===== src/rtl/apb4_master.sv =====
// apb4_master: command/response to APB4 requester bridge.
// Each accepted command runs one APB4 transfer: IDLE -> SETUP -> ACCESS -> RESP.
// The response is held in RESP until it is consumed.
// Optional feature: define APB4_MASTER_TIMEOUT_EN to abort a transfer that has
// waited TIMEOUT_CYCLES ACCESS cycles without pready_i. An aborted transfer
// returns rsp_err_o = 1.
module apb4_master #(
  parameter int ADDR_WIDTH     = 32,
  parameter int DATA_WIDTH     = 32,
  parameter int TIMEOUT_CYCLES = 256
) (
  input  logic                      clk_i,
  input  logic                      rst_n_i,
  input  logic                      cmd_valid_i,
  output logic                      cmd_ready_o,
  input  logic [ADDR_WIDTH-1:0]     cmd_addr_i,
  input  logic                      cmd_write_i,
  input  logic [DATA_WIDTH-1:0]     cmd_wdata_i,
  input  logic [DATA_WIDTH/8-1:0]   cmd_wstrb_i,
  input  logic [2:0]                cmd_prot_i,
  output logic                      rsp_valid_o,
  input  logic                      rsp_ready_i,
  output logic [DATA_WIDTH-1:0]     rsp_rdata_o,
  output logic                      rsp_err_o,
  output logic [ADDR_WIDTH-1:0]     paddr_o,
  output logic [2:0]                pprot_o,
  output logic                      psel_o,
  output logic                      penable_o,
  output logic                      pwrite_o,
  output logic [DATA_WIDTH-1:0]     pwdata_o,
  output logic [DATA_WIDTH/8-1:0]   pstrb_o,
  input  logic                      pready_i,
  input  logic [DATA_WIDTH-1:0]     prdata_i,
  input  logic                      pslverr_i
);

  localparam logic [1:0] IDLE   = 2'd0;
  localparam logic [1:0] SETUP  = 2'd1;
  localparam logic [1:0] ACCESS = 2'd2;
  localparam logic [1:0] RESP   = 2'd3;

  logic [1:0] state;
  logic       timeout_hit;

`ifdef APB4_MASTER_TIMEOUT_EN
  localparam int CNT_W = (TIMEOUT_CYCLES > 1) ? $clog2(TIMEOUT_CYCLES) : 1;

  logic [CNT_W-1:0] timeout_cnt;

  // pready_i on the terminal cycle wins, so the timeout only fires while pready_i is low.
  assign timeout_hit = (state == ACCESS) && !pready_i &&
                       (timeout_cnt == CNT_W'(TIMEOUT_CYCLES - 1));

  // Count ACCESS wait cycles; cleared during SETUP so each transfer starts from zero.
  always_ff @(posedge clk_i or negedge rst_n_i) begin
    if (!rst_n_i) begin
      timeout_cnt <= '0;
    end else if (state == SETUP) begin
      timeout_cnt <= '0;
    end else if ((state == ACCESS) && !pready_i && !timeout_hit) begin
      timeout_cnt <= timeout_cnt + CNT_W'(1);
    end
  end
`else
  logic unused_timeout;

  // Without the timeout feature ACCESS waits for pready_i indefinitely.
  assign timeout_hit    = 1'b0;
  assign unused_timeout = (TIMEOUT_CYCLES != 0);
`endif

  // Transfer sequencer; every APB and response output is a register updated here.
  always_ff @(posedge clk_i or negedge rst_n_i) begin
    if (!rst_n_i) begin
      state       <= IDLE;
      cmd_ready_o <= 1'b1;
      psel_o      <= 1'b0;
      penable_o   <= 1'b0;
      pwrite_o    <= 1'b0;
      paddr_o     <= '0;
      pwdata_o    <= '0;
      pstrb_o     <= '0;
      pprot_o     <= '0;
      rsp_valid_o <= 1'b0;
      rsp_err_o   <= 1'b0;
      rsp_rdata_o <= '0;
    end else begin
      case (state)
        IDLE: begin
          if (cmd_valid_i && cmd_ready_o) begin
            state       <= SETUP;
            cmd_ready_o <= 1'b0;
            psel_o      <= 1'b1;
            penable_o   <= 1'b0;
            paddr_o     <= cmd_addr_i;
            pwrite_o    <= cmd_write_i;
            pprot_o     <= cmd_prot_i;
            pwdata_o    <= cmd_write_i ? cmd_wdata_i : '0;
            pstrb_o     <= cmd_write_i ? cmd_wstrb_i : '0;
          end
        end
        SETUP: begin
          state     <= ACCESS;
          penable_o <= 1'b1;
        end
        ACCESS: begin
          if (pready_i) begin
            state       <= RESP;
            psel_o      <= 1'b0;
            penable_o   <= 1'b0;
            rsp_valid_o <= 1'b1;
            rsp_err_o   <= pslverr_i;
            rsp_rdata_o <= pwrite_o ? '0 : prdata_i;
          end else if (timeout_hit) begin
            state       <= RESP;
            psel_o      <= 1'b0;
            penable_o   <= 1'b0;
            rsp_valid_o <= 1'b1;
            rsp_err_o   <= 1'b1;
            rsp_rdata_o <= '0;
          end
        end
        RESP: begin
          if (rsp_ready_i) begin
            state       <= IDLE;
            rsp_valid_o <= 1'b0;
            cmd_ready_o <= 1'b1;
          end
        end
        default: begin
          state <= IDLE;
        end
      endcase
    end
  end

endmodule


===== config.mk =====
export PLATFORM = sky130hd
export DESIGN_NAME = apb4_master
export DESIGN_NICKNAME = d
export VERILOG_FILES = /design/src/rtl/apb4_master.sv
export SDC_FILE = /design/constraint.sdc
export NUM_CORES = 1
export LEC_CHECK = 0
export ABC_CLOCK_PERIOD_IN_PS = 2400
export BUFFER_PORTS_ARGS = -buffer_cell sky130_fd_sc_hd__buf_2
export CORE_ASPECT_RATIO = 2
export CORE_MARGIN = 8
export CORE_UTILIZATION = 30
export CTS_CLUSTER_SIZE = 40
export DETAILED_ROUTE_END_ITERATION = 7
export GPL_TIMING_DRIVEN = 0
export HOLD_SLACK_MARGIN = 0.06
export PLACE_DENSITY = 0.68
export SLEW_MARGIN = 20
export SYNTH_ARGS = -nofsm -noshare
export SYNTH_HDL_FRONTEND = slang
export SYNTH_SLANG_ARGS = --single-unit
export TNS_END_PERCENT = 10

===== constraint.sdc =====
create_clock -name clk_i -period 2.4 [get_ports clk_i]
set_clock_uncertainty 0.1 [all_clocks]
set_input_delay 0.36 -clock clk_i [delete_from_list [all_inputs] [get_ports clk_i]]
set_output_delay 0.36 -clock clk_i [all_outputs]
set_load 0.005 [all_outputs]

==> qor.txt <==
setup violators final - 0
number of enable flip-flop cells after synthesis - 0
gpl congestion - 0.7833
Crit path largest cell delay - 0.43 ns
Max IR drop VDD - 621.7 uV
Max Slew Vio Count - 0
Ys Warns - 0
initial antenna violation count - 4
setup TNS - 0 ns
core area - 0.01482 mm2
Cell Rows - 63
WL per Instance - 15.73 um
total number of vias - 3686
routed wire length - 13240 um
vias in the first global route - 3902
CTS H-tree lvls - 3
DRC Markers - 0
Yosys top cell area share - 60.57%
die height - 190.1 um
Synth async-reset ratio - 100.0%
worst skew pair latency - 0.34 ns
CTS buffer count - 9
HPWL Detailed - 10650 um
placed insts - 824
Synth Register Bits - 111
1st-iter DRT viols - 73
Slowest cell on crit path - dfrtp_1
Worst setup SP type - flip-flop
Slew HR - 70.10%
Max FO, Critical Path - 10
share of layout cells above drive strength 1 - 44.10%
Max Cap Viol - 0
hold_buf cts - 1
Tcrit/Tclk final - 78.92%
Syn Inst Count - 411
area delta synth->final - 35.99%
Final Cell Area - 0.006180 mm2
die area - 0.01958 mm2
DR pass1 iterations - 4
Post-Syn Nets - 528
CP required - 2.50 ns
gr busiest metal - met2
first-pass GRT wire length - 20490 um
residual overflow from global routing - 0
leakage power - 0.003206 uW
M2 GR Usage - 24.78%
Worst Setup End Kind - flip-flop
Worst Path Arrival - 2.00 ns
met1 usage - 13.58%
CTS root buf - clkbuf_16
met3 GRT Util - 3.955%
non-filler instance count after layout - 842
# IOs - 219
clk sinks - 111
syn_area_per_cell - 11.06 um2
DRT antenna net count - 0
DR vias/cell - 4.378
Final Hold Vio Count - 0
CP Cell Sequence - inv_1, ha_1, nand3_4, buf_6, buf_2, nand2_1, o21ai_0
Util after Layout - 41.70%
placed cell area - 0.005908 mm2
largest cells by area after synthesis - dfrtp_1 61%, mux2_2 9.7%, nand2_1 8.8%, o21ai_0 7.6%, nand2b_1 4.5%
total track usage - 13.73%
Die Wd - 103.0 um
Nets - 758
critical path class - flip-flop to flip-flop
synthesized cell area - 0.004544 mm2
Cell Pwr Density - 1178 mW/mm2
CTS max path bufs - 2
dominant synthesized flop cell - dfrtp_1
Unique masters post-synth - 24
CTS-repair resized insts - 0
fmax - 0.5279 GHz
Worst Hold Class - input pin to flip-flop
Tightest Pin Transition - 0.4484 ns
outcome - finished, final reports clean
postcts setup bufs - 0
CTS tree - done
fin crit period - 1.894 ns
largest net degree at the start of global routing - 68
Worst-path clk slew - 0.07 ns
RSZ-0062 raised after global routing - no
register area share after synthesis - 61.15%
cell taking the most area after synthesis - dfrtp_1
Starting Density - 30.67%
PortBufs - 217
[power by group]
group | total (uW) | leakage (uW) | internal [uW] | switching [uW]
Combinational | 2780 | 0.00170 | 1430 | 1350
Sequential | 3160 | 0.00139 | 2730 | 428
Clock | 1330 | 0.000120 | 690 | 645
[metal layers]
metal | routed length [um] | part of all wire (%) | up-vias
li1 | - | - | 1810
met1 | 4677 | 35 | 1725
met2 | 7224 | 55 | 128
met3 | 962 | 7.3 | 19
met4 | 352 | 2.7 | 4
met5 | 27 | 0.20 | -
[cells in the mapped netlist, types with 2 or more instances]
| cell | n |
|---|---|
| buf_6 | 4 |
| buf_1 | 3 |
| ha_1 | 7 |
| o21ai_0 | 69 |
| mux2i_1 | 2 |
| nor2b_1 | 5 |
| nand2_1 | 106 |
| dfrtp_1 | 110 |
| clkbuf_1 | 12 |
| mux2_2 | 39 |
| nand2b_1 | 33 |
| buf_2 | 6 |
| inv_1 | 4 |
[critical path: cells and delay by family, from the launching register on]
family / cells / cell delay [ns]
buffers and inverters: 3 / 0.56
AND/OR/NAND/NOR: 2 / 0.29
flip-flops: 1 / 0.43
AO/OA/AOI/OAI: 1 / 0.08
adder cells (fa/ha/maj): 1 / 0.29
[logic make-up (layout without fill, tap and decap cells)]
| family | Yosys count | in the layout | share of synthesized area, % |
|---|---|---|---|
| and+or+nand+nor | 148 | 148 | 14.79 |
| DFF | 111 | 111 | 61.15 |
| AOI/OAI and AO/OA | 75 | 75 | 8.811 |
| muxes | 41 | 41 | 10.10 |
| buffers and inverters | 29 | 262 | 3.221 |
| adders and majority gates | 7 | 7 | 1.927 |
| other | 0 | 3 | 0 |
[state kept, by name, summed over array words and instances (netlist names), 2 cells and up]
| signal | count |
|---|---|
| paddr_o | 32 |
| rsp_rdata_o | 32 |
| pprot_o | 3 |
| pwdata_o | 32 |
| pstrb_o | 4 |
| state | 2 |
[layout by cell type (no fill, tap or decap), types with 2 or more instances in the layout]
cell type	Yosys	final
buf_2	6	222
dfrtp_1	110	110
nand2_1	106	106
o21ai_0	69	69
mux2_2	39	39
nand2b_1	33	33
clkbuf_1	12	13
clkbuf_16	0	9
ha_1	7	7
buf_6	4	5
nor2b_1	5	5
inv_1	4	4
diode_2	0	3
buf_1	3	3
mux2i_1	2	2
clkinvlp_4	0	2
clkinv_2	0	2
[metrics by stage]
step | setup slack [ns] | total power [uW] | hold WS [ns]
2_1_floorplan | 0.6968 | 4619 | -0.03559
3_3_place_gp | -0.5397 | 5979 | 0.3566
3_5_place_dp | 0.4780 | 6073 | 0.2233
4_1_cts | 0.4642 | 7429 | 0.1273
5_1_grt | 0.3149 | 7879 | 0.1312
6_report | 0.5058 | 7277 | 0.1481
[layout make-up]
type | instances | area [um2]
fillers | 1558 | 8640
flip-flops and latches | 111 | 2779
multi-input cells | 271 | 1619
repair buffers | 219 | 1130
well taps | 195 | 244.0
clock buffers | 10 | 229.0
plain buffers | 25 | 131.4
clock inverters | 4 | 25.02
inverters | 4 | 15.01
diodes | 3 | 7.507
[path summary, 6_finish.rpt]
kind | startpoint | end | slack, ns | cells after the start
worst max register to register | state[0]$_DFFE_PN0P_ | pwdata_o[24]$_DFFE_PN0P_ | 0.51 | 7
min in group asynchronous | rst_n_i | rsp_rdata_o[12]$_DFFE_PN0P_ | 0.42 | 2
worst min register to register | pwdata_o[23]$_DFFE_PN0P_ | pwdata_o[23]$_DFFE_PN0P_ | 0.37 | 2
max in group asynchronous | rst_n_i | pwdata_o[17]$_DFFE_PN0P_ | 1.09 | 3
worst max-delay path | state[0]$_DFFE_PN0P_ | pwdata_o[24]$_DFFE_PN0P_ | 0.51 | 7
worst min-delay path | cmd_addr_i[10] | paddr_o[10]$_DFFE_PN0P_ | 0.15 | 2
Power figures use the tool's default switching activity.
